File: config.mk
export PLATFORM = sky130hd
export DESIGN_NAME = button_debounce
export DESIGN_NICKNAME = d
export VERILOG_FILES = /design/src/rtl/game_pkg.sv /design/src/rtl/debounce_cell.sv /design/src/rtl/button_debounce.sv
export SDC_FILE = /design/constraint.sdc
export NUM_CORES = 1
export LEC_CHECK = 0
export CAP_MARGIN = 5
export CELL_PAD_IN_SITES_DETAIL_PLACEMENT = 2
export CELL_PAD_IN_SITES_GLOBAL_PLACEMENT = 2
export CORE_MARGIN = 1.5
export CORE_UTILIZATION = 39
export CTS_CLUSTER_DIAMETER = 100
export CTS_CLUSTER_SIZE = 24
export DETAILED_ROUTE_END_ITERATION = 8
export PLACE_DENSITY = 0.8
export SLEW_MARGIN = 20
export SYNTH_ARGS = -nofsm -noshare
export SYNTH_HDL_FRONTEND = slang
export SYNTH_SLANG_ARGS = --single-unit
File: constraint.sdc
create_clock -name clk_in -period 2.05 [get_ports clk_in]
set_input_delay 0.3075 -clock clk_in [delete_from_list [all_inputs] [get_ports clk_in]]
set_output_delay 0.3075 -clock clk_in [all_outputs]
set_load 0.01 [all_outputs]
File: src/rtl/game_pkg.sv
// Shared definitions for the game's input path: debounce state encodings and defaults.
package game_pkg;

   localparam logic [1:0] DB_UP        = 2'd0;
   localparam logic [1:0] DB_CONF_DOWN = 2'd1;
   localparam logic [1:0] DB_DOWN      = 2'd2;
   localparam logic [1:0] DB_CONF_UP   = 2'd3;

   localparam int unsigned STABLE_SAMPLES_DEFAULT = 4;

   typedef enum logic [1:0] {
      StUp       = DB_UP,
      StConfDown = DB_CONF_DOWN,
      StDown     = DB_DOWN,
      StConfUp   = DB_CONF_UP
   } db_state_e;

endpackage

File: src/rtl/debounce_cell.sv
// One button's confirm FSM: accepts a level change only after STABLE_SAMPLES equal samples,
// emitting a registered level plus one-cycle press/release pulses.
module debounce_cell
   import game_pkg::*;
#(
   parameter int unsigned STABLE_SAMPLES = STABLE_SAMPLES_DEFAULT
) (
   input  logic clk_in,
   input  logic rst_n,
   input  logic tick,
   input  logic btn_sync,
   output logic btn_level,
   output logic btn_press,
   output logic btn_release
);

   localparam logic [3:0] STABLE_CNT = 4'(STABLE_SAMPLES);

   db_state_e  state_q, state_d;
   logic [3:0] cnt_q, cnt_d;
   logic       level_q, level_d;
   logic       press_q, press_d;
   logic       release_q, release_d;

   always_comb begin
      state_d   = state_q;
      cnt_d     = cnt_q;
      press_d   = 1'b0;
      release_d = 1'b0;
      if (tick) begin
         unique case (state_q)
            StUp: begin
               if (btn_sync) begin
                  state_d = StConfDown;
                  cnt_d   = 4'd1;
               end
            end
            StConfDown: begin
               if (!btn_sync) begin
                  state_d = StUp;
                  cnt_d   = 4'd0;
               end else if (cnt_q + 4'd1 == STABLE_CNT) begin
                  state_d = StDown;
                  cnt_d   = 4'd0;
                  press_d = 1'b1;
               end else begin
                  cnt_d = cnt_q + 4'd1;
               end
            end
            StDown: begin
               if (!btn_sync) begin
                  state_d = StConfUp;
                  cnt_d   = 4'd1;
               end
            end
            StConfUp: begin
               if (btn_sync) begin
                  state_d = StDown;
                  cnt_d   = 4'd0;
               end else if (cnt_q + 4'd1 == STABLE_CNT) begin
                  state_d   = StUp;
                  cnt_d     = 4'd0;
                  release_d = 1'b1;
               end else begin
                  cnt_d = cnt_q + 4'd1;
               end
            end
            default: begin
               state_d = StUp;
               cnt_d   = 4'd0;
            end
         endcase
      end
      // Level follows the accepted state, so it stays high while a release is being confirmed.
      level_d = (state_d == StDown) || (state_d == StConfUp);
   end

   always_ff @(posedge clk_in or negedge rst_n) begin
      if (!rst_n) begin
         state_q   <= StUp;
         cnt_q     <= 4'd0;
         level_q   <= 1'b0;
         press_q   <= 1'b0;
         release_q <= 1'b0;
      end else begin
         state_q   <= state_d;
         cnt_q     <= cnt_d;
         level_q   <= level_d;
         press_q   <= press_d;
         release_q <= release_d;
      end
   end

   assign btn_level   = level_q;
   assign btn_press   = press_q;
   assign btn_release = release_q;

endmodule

File: src/rtl/button_debounce.sv
// Push-button debouncer: recovers a sample tick from the display square wave, synchronizes the
// raw buttons and filters each one through its own debounce_cell.
module button_debounce
   import game_pkg::*;
#(
   parameter int unsigned NUM_BTN        = 5,
   parameter int unsigned STABLE_SAMPLES = STABLE_SAMPLES_DEFAULT
) (
   input  logic               clk_in,
   input  logic               rst_n,
   input  logic               clk_display,
   input  logic [NUM_BTN-1:0] btn_raw,
   output logic [NUM_BTN-1:0] btn_level,
   output logic [NUM_BTN-1:0] btn_press,
   output logic [NUM_BTN-1:0] btn_release
);

   logic               disp_s1_q, disp_s2_q, disp_prev_q;
   logic               tick_q;
   logic [NUM_BTN-1:0] btn_s1_q, btn_sync;

   // clk_display is sampled as data; the registered edge gives a 3-cycle tick latency.
   always_ff @(posedge clk_in or negedge rst_n) begin
      if (!rst_n) begin
         disp_s1_q   <= 1'b0;
         disp_s2_q   <= 1'b0;
         disp_prev_q <= 1'b0;
         tick_q      <= 1'b0;
         btn_s1_q    <= '0;
         btn_sync    <= '0;
      end else begin
         disp_s1_q   <= clk_display;
         disp_s2_q   <= disp_s1_q;
         disp_prev_q <= disp_s2_q;
         tick_q      <= disp_s2_q & ~disp_prev_q;
         btn_s1_q    <= btn_raw;
         btn_sync    <= btn_s1_q;
      end
   end

   for (genvar i = 0; i < NUM_BTN; i++) begin : g_cell
      debounce_cell #(
         .STABLE_SAMPLES(STABLE_SAMPLES)
      ) u_cell (
         .clk_in     (clk_in),
         .rst_n      (rst_n),
         .tick       (tick_q),
         .btn_sync   (btn_sync[i]),
         .btn_level  (btn_level[i]),
         .btn_press  (btn_press[i]),
         .btn_release(btn_release[i])
      );
   end

endmodule
==> results.sh, run 1 <==
export IMPL_clkTransAtPathRegs_ns=0.07
export IMPL_r2r_cells=5
export IMPL_htree_levels=3
export IMPL_postLayoutCoreUtil_pct=47.51
export IMPL_register_area_sq_um=1476
export IMPL_setup_viol=0
export IMPL_powerDensity_nw_per_um2=1004
export IMPL_antenna_cells=0
export IMPL_drive_gt1_share_pct=8.647
export IMPL_grt_ovfl_total=0
export IMPL_combPwrFrac_pct=18.5
export IMPL_postLayoutCellArea_sq_um=3246
export IMPL_maxCapViolCount=0
export IMPL_finalCriticalPeriod_ns=1.870
export IMPL_multi_input_area_sq_um=1156
export IMPL_cp_max_fo=8
export IMPL_seqPwrFrac_pct=48.3
export IMPL_synth_top_cell_by_area="dfrtp_1"
export IMPL_syn_cell_area_sq_um=2778
export IMPL_hp_class="flip-flop to flip-flop"
export IMPL_swShare_pct=31.44
export IMPL_clkPwrFrac_pct=33.2
export IMPL_critPathBufInv=0
export IMPL_clk_path_buf_depth=2
export IMPL_yosysTopAreaCellShare_pct=53.15
export IMPL_post_dp_cell_area_sq_um=3034
export IMPL_grt_max_degree=38
export IMPL_clock_skew_ns=0.006636
export IMPL_cp_end_kind="flip-flop"
export IMPL_post_cts_setup_buffers=0
export IMPL_drc=0
export IMPL_via_per_inst=5.185
export IMPL_p_sw_mw=1.025
export IMPL_synth_seq_area_share_pct=53.15
export IMPL_cts_root_buffer="clkbuf_8"
export IMPL_area_growth_pct=16.85
export IMPL_hold_path_depth=0
export IMPL_antenna_found_initial=0
export IMPL_hold_viol=0
export IMPL_fin_tns_setup_ns=0
export IMPL_cts_buffers_inserted=9
export IMPL_num_vias=1877
export IMPL_drv_slew=0
export IMPL_ir_drop_mv=0.6149
export IMPL_core_sq_um=6832
export IMPL_routed_wl_um=5827
export IMPL_grt_pass1_vias=2169
export IMPL_first_iter_violations=43
export IMPL_synth_fp_nets=261
export IMPL_rsz0062_at_grt="false"
export IMPL_required_ns=2.27
export IMPL_clk_latency_ns=0.34
export IMPL_start_util_pct=40.66
export IMPL_nNetsFinal=280
export IMPL_synth_main_ff_cell="dfrtp_1"
export IMPL_ys_types=43
export IMPL_post_cts_resized=0
export IMPL_port_buffers=22
export IMPL_synth_seq_cells=59
export IMPL_die_area_sq_um=7638
export IMPL_crit_chain="ha_1, nand3b_1, o31ai_4, nand3_1, mux2_1"
export IMPL_p_leak_nw=1.450
export IMPL_fill_cells=702
export IMPL_outcome="complete, no violations"
export IMPL_crit_slowest_cell="dfrtp_1"
export IMPL_cts_sinks=59
export IMPL_tightest_slew_ns=0.5203
export IMPL_fmax_mhz=534.8
export IMPL_hold_buffers=1
export IMPL_grt_use_total_pct=17.87
export IMPL_critical_path_class="flip-flop to flip-flop"
export IMPL_cts_tree="done"
export IMPL_slowest_delay_ns=0.46
export IMPL_syn_inst=243
export IMPL_gp_congestion=0.7567
export IMPL_min_period_over_period_pct=91.21
export IMPL_dp_hpwl_um=3856
export IMPL_synthTopCellsByCount="dfrtp_1, nand2_1, o21ai_1, buf_4, nand3_1"
export IMPL_synth_edf_count=0
export IMPL_die_w_um=87.40
export IMPL_synth_area_leaders="dfrtp_1, ha_1, buf_4"
export IMPL_ant_nets=0
export IMPL_p_int_mw=2.234
export IMPL_finalPower_mw=3.258
export IMPL_yosys_warnings=0
export IMPL_async_reset_ff_share_pct=100.0
export IMPL_slew_headroom_pct=65.20
export IMPL_grt_first_pass_wirelength_um=10270
export IMPL_arrival_ns=2.09
export IMPL_start_kind="flip-flop"
export IMPL_path_depth=5
export IMPL_drt_pre_antenna_iters=4
export IMPL_whs_ns=0.3498
export IMPL_die_h_um=87.40
export IMPL_rows=30
export IMPL_wl_per_cell_um=16.10
export IMPL_io_pins=23
export IMPL_synth_most_common_cell="dfrtp_1"
export IMPL_synth_avg_cell_area_sq_um=11.43
export IMPL_crit_family="flip-flops"
[metal layers]
metal	track usage (%)	routed length, um	vias up
met5	0	0	-
met4	7.215	85	0
met3	5.592	178	7
met2	29.93	2945	18
met1	21.29	2618	963
li1	-	-	889
[sequential cells by signal, summed over array words and instances (netlist names)]
register / flops
btn_s1_q: 5
btn_sync: 5
disp_prev_q: 1
disp_s1_q: 1
disp_s2_q: 1
g_cell.u_cell.btn_level: 5
g_cell.u_cell.btn_press: 5
g_cell.u_cell.btn_release: 5
g_cell.u_cell.cnt_q: 20
g_cell.u_cell.state_q: 10
tick_q: 1
[path summary, 6_finish.rpt]
path                       slack [ns]                                  start                                    end
max in group asynchronous        1.03                                  rst_n  g_cell[1].u_cell.state_q[0]$_DFF_PN0_
min in group asynchronous        0.47                                  rst_n  g_cell[4].u_cell.cnt_q[1]$_DFFE_PN0P_
max reg2reg                      0.18  g_cell[2].u_cell.cnt_q[0]$_DFFE_PN0P_   g_cell[2].u_cell.btn_level$_DFF_PN0_
max                              0.18  g_cell[2].u_cell.cnt_q[0]$_DFFE_PN0P_   g_cell[2].u_cell.btn_level$_DFF_PN0_
min reg2reg                      0.35                  btn_s1_q[1]$_DFF_PN0_                  btn_sync[1]$_DFF_PN0_
min                              0.35                  btn_s1_q[1]$_DFF_PN0_                  btn_sync[1]$_DFF_PN0_
[through the flow]
step                      cells  setup WS, ns
after detailed placement    346        0.1878
after global placement      346        0.2650
after CTS                   362        0.1739
after floorplan             243        0.3587
final                       362        0.1803
after global routing        362       0.05882
[layout make-up]
cell class / count / area share (%)
flip-flops and latches: 59 / 45.49
multi-input cells: 161 / 35.62
repair buffers: 26 / 8.404
clock buffers: 11 / 4.665
well taps: 96 / 3.701
clock inverters: 4 / 1.542
inverters: 5 / 0.5783
[worst reg2reg max path: stages (launching register included)]
cell and delay (ns):
dfrtp_1 0.46, ha_1 0.27, nand3b_1 0.21, o31ai_4 0.26
nand3_1 0.21, mux2_1 0.35
[power by group through the flow]
stage	clock network (mW)	registers [mW]	logic (mW)
6_report	1.08	1.57	0.604
5_1_grt	1.17	1.61	0.682
4_1_cts	1.11	1.58	0.620
3_5_place_dp	0	1.59	0.594
3_3_place_gp	0	1.57	0.559
2_1_floorplan	0	1.52	0.431
[logic make-up (layout without fill, tap and decap cells)]
| family | Yosys count | in the layout | share of synthesized area [%] |
|---|---|---|---|
| muxes | 12 | 12 | 4.820 |
| xor gates and xnor gates | 8 | 8 | 2.523 |
| and+or+nand+nor | 87 | 87 | 18.33 |
| DFF | 59 | 59 | 53.15 |
| buffers and inverters | 23 | 46 | 5.225 |
| AOI/OAI and AO/OA | 44 | 44 | 11.44 |
| adders and majority gates | 10 | 10 | 4.505 |
[placed cells by master (no fill, tap or decap), types with 2 or more instances in the layout]
| cell | n |
|---|---|
| a21bo_1 | 2 |
| a21boi_1 | 5 |
| a21o_1 | 3 |
| a21oi_1 | 5 |
| a221o_1 | 2 |
| a311oi_1 | 2 |
| and3_1 | 2 |
| and3b_1 | 4 |
| buf_12 | 2 |
| clkbuf_8 | 11 |
| clkdlybuf4s50_1 | 21 |
| clkinvlp_4 | 2 |
| dfrtp_1 | 59 |
| ha_1 | 10 |
| inv_1 | 5 |
| mux2_1 | 10 |
| nand2_1 | 27 |
| nand2b_1 | 3 |
| nand3_1 | 13 |
| nand3b_1 | 5 |
| nand4b_1 | 2 |
| nor2_1 | 4 |
| nor2b_1 | 5 |
| nor3_1 | 2 |
| nor3b_1 | 11 |
| nor4b_1 | 3 |
| nor4bb_1 | 2 |
| o21ai_1 | 16 |
| xor2_1 | 8 |
No activity file was read; power rests on OpenSTA's default activity.
==> inputs of run 2 (changes only) <==
Settings changed: CORE_UTILIZATION 39 to 30, PLACE_DENSITY 0.8 to 0.65.
==> run 2 against run 1 <==
Sequential share of layout area decreased by 0.26 points. Flip-flop and latch count unchanged. Global-route usage decreased by 4.9 points. Sequential power about the same. Die area increased by 29%. Clock skew increased by 0.0033 ns. Critical path type unchanged. Largest cell class unchanged.
==> results.sh, run 2 (synthesis results as in run 1) <==
export IMPL_min_from="btn_s1_q[4]$_DFF_PN0_"
export IMPL_required_ns=2.27
export IMPL_fin_tns_setup_ns=0
export IMPL_post_cts_setup_buffers=0
export IMPL_regToRegEndpoint="g_cell[2].u_cell.btn_level$_DFF_PN0_"
export IMPL_rows=34
export IMPL_gp_congestion=0.7494
export IMPL_port_buffers=22
export IMPL_grt_ovfl_total=0
export IMPL_hold_path_depth=0
export IMPL_routed_wl_um=5628
export IMPL_outcome="complete, no violations"
export IMPL_tightest_slew_ns=0.4894
export IMPL_die_h_um=99.23
export IMPL_htree_levels=3
export IMPL_drive_gt1_share_pct=9.328
export IMPL_cts_root_buffer="clkbuf_8"
export IMPL_start_util_pct=31.39
export IMPL_die_area_sq_um=9846
export IMPL_postLayoutCoreUtil_pct=36.89
export IMPL_num_vias=1874
export IMPL_clkPwrFrac_pct=36.2
export IMPL_largest_reg_flops=20
export IMPL_slew_headroom_pct=67.26
export IMPL_final_common_cell="dfrtp_1"
export IMPL_ant_nets=0
export IMPL_setup_viol=0
export IMPL_min_period_over_period_pct=90.56
export IMPL_clock_skew_ns=0.009945
export IMPL_grt_max_degree=27
export IMPL_core_sq_um=8848
export IMPL_critical_path_class="flip-flop to flip-flop"
export IMPL_cts_buffers_inserted=9
export IMPL_drc=0
export IMPL_top_regs="g_cell.u_cell.cnt_q: 20 flops, g_cell.u_cell.state_q: 10 flops"
export IMPL_min_delay_worst_endpoint="btn_sync[4]$_DFF_PN0_"
export IMPL_top_register="g_cell.u_cell.cnt_q"
export IMPL_combPwrFrac_pct=17.0
export IMPL_via_per_inst=4.984
export IMPL_clkTransAtPathRegs_ns=0.08
export IMPL_fmax_mhz=538.6
export IMPL_area_growth_pct=17.52
export IMPL_arrival_ns=2.08
export IMPL_whs_ns=0.3511
export IMPL_ir_drop_mv=0.5317
export IMPL_drt_pre_antenna_iters=4
export IMPL_first_iter_violations=60
export IMPL_grt_pass1_vias=2068
export IMPL_die_w_um=99.23
export IMPL_slowest_delay_ns=0.45
export IMPL_p_int_mw=2.298
export IMPL_multi_input_area_sq_um=1156
export IMPL_clk_path_buf_depth=2
export IMPL_dp_hpwl_um=3923
export IMPL_nNetsFinal=281
export IMPL_cp_end_kind="flip-flop"
export IMPL_crit_chain="ha_1, nand3b_1, o31ai_4, nand3_1, mux2_1"
export IMPL_swShare_pct=31.31
export IMPL_grt_first_pass_wirelength_um=10030
export IMPL_finalPower_mw=3.345
export IMPL_grt_use_total_pct=12.96
export IMPL_antenna_cells=0
export IMPL_wl_per_cell_um=14.97
export IMPL_cts_sinks=59
export IMPL_r2r_slack_ns=0.19
export IMPL_p_sw_mw=1.047
export IMPL_antenna_found_initial=0
export IMPL_seqPwrFrac_pct=46.8
export IMPL_powerDensity_nw_per_um2=1025
export IMPL_clk_latency_ns=0.34
export IMPL_r2r_cells=5
export IMPL_crit_slowest_cell="dfrtp_1"
export IMPL_layout_common_cells="dfrtp_1, nand2_1, clkdlybuf4s50_1, o21ai_1, nand3_1"
export IMPL_start_kind="flip-flop"
export IMPL_hold_viol=0
export IMPL_post_dp_cell_area_sq_um=3032
export IMPL_drv_slew=0
export IMPL_r2r_start="g_cell[2].u_cell.cnt_q[0]$_DFFE_PN0P_"
export IMPL_postLayoutCellArea_sq_um=3264
export IMPL_register_area_sq_um=1476
export IMPL_p_leak_nw=1.460
export IMPL_fill_cells=933
export IMPL_hp_class="flip-flop to flip-flop"
export IMPL_cp_max_fo=8
export IMPL_hold_buffers=1
export IMPL_finalCriticalPeriod_ns=1.857
export IMPL_cts_tree="done"
export IMPL_io_pins=23
export IMPL_maxCapViolCount=0
export IMPL_post_cts_resized=0
export IMPL_rsz0062_at_grt="false"
==> run 2: cell types whose count changed in the layout (fill, tap and decap cells not counted), moves of 2 or more <==
cell and change:
buf_4 +3, buf_12 -2, clkbuf_8 -2, inv_6 +2
==> run 2: per-layer routing <==
| layer | up-vias | track usage (%) | wire [um] |
|---|---|---|---|
| met5 | - | 0 | 0 |
| met4 | 0 | 4.875 | 90 |
| met3 | 9 | 4.006 | 187 |
| met2 | 27 | 21.07 | 2696 |
| met1 | 945 | 16.24 | 2654 |
| li1 | 893 | - | - |
==> run 2: how the worst max path moves through the flow <==
stage | start | endpoint | slack, ns | depth (start not counted)
2_1_floorplan | g_cell[2].u_cell.cnt_q[0]$_DFFE_PN0P_ | g_cell[2].u_cell.btn_level$_DFF_PN0_ | 0.36 | 5
3_3_place_gp | g_cell[2].u_cell.cnt_q[0]$_DFFE_PN0P_ | g_cell[2].u_cell.btn_level$_DFF_PN0_ | 0.25 | 5
3_5_place_dp | g_cell[2].u_cell.cnt_q[0]$_DFFE_PN0P_ | g_cell[2].u_cell.btn_level$_DFF_PN0_ | 0.18 | 5
5_1_grt | g_cell[3].u_cell.cnt_q[0]$_DFFE_PN0P_ | g_cell[3].u_cell.btn_level$_DFF_PN0_ | 0.07 | 5
6_report | g_cell[2].u_cell.cnt_q[0]$_DFFE_PN0P_ | g_cell[2].u_cell.btn_level$_DFF_PN0_ | 0.19 | 5
4_1_cts | g_cell[2].u_cell.cnt_q[0]$_DFFE_PN0P_ | g_cell[2].u_cell.btn_level$_DFF_PN0_ | 0.16 | 5
==> run 2: per-stage QoR <==
stage,setup slack [ns],instances
floorplan,0.3587,243
global placement,0.2517,359
detailed placement,0.1788,359
CTS,0.1595,376
global route,0.06823,376
finish,0.1935,376
==> run 2: cell type report <==
type                    instances  share of cell area, %
clock buffers                   9                  3.795
clock inverters                 7                  3.028
inverters                       5                 0.5749
multi-input cells             161                  35.42
flip-flops and latches         59                  45.23
well taps                     108                  4.140
repair buffers                 27                  7.819
==> run 2: power groups by stage <==
stage	logic (mW)	registers [mW]	clock network, mW
2_1_floorplan	0.431	1.52	0
3_3_place_gp	0.562	1.57	0
3_5_place_dp	0.577	1.59	0
4_1_cts	0.584	1.57	1.26
5_1_grt	0.651	1.61	1.31
6_report	0.568	1.57	1.21
==> run 2: critical path: cells and delay by family (launching register included) <==
| family | cells | cell delay (ns) |
|---|---|---|
| AND/OR/NAND/NOR | 2 | 0.41 |
| AO/OA/AOI/OAI | 1 | 0.26 |
| flip-flops | 1 | 0.45 |
| adder cells (fa/ha/maj) | 1 | 0.27 |
| multiplexers | 1 | 0.34 |
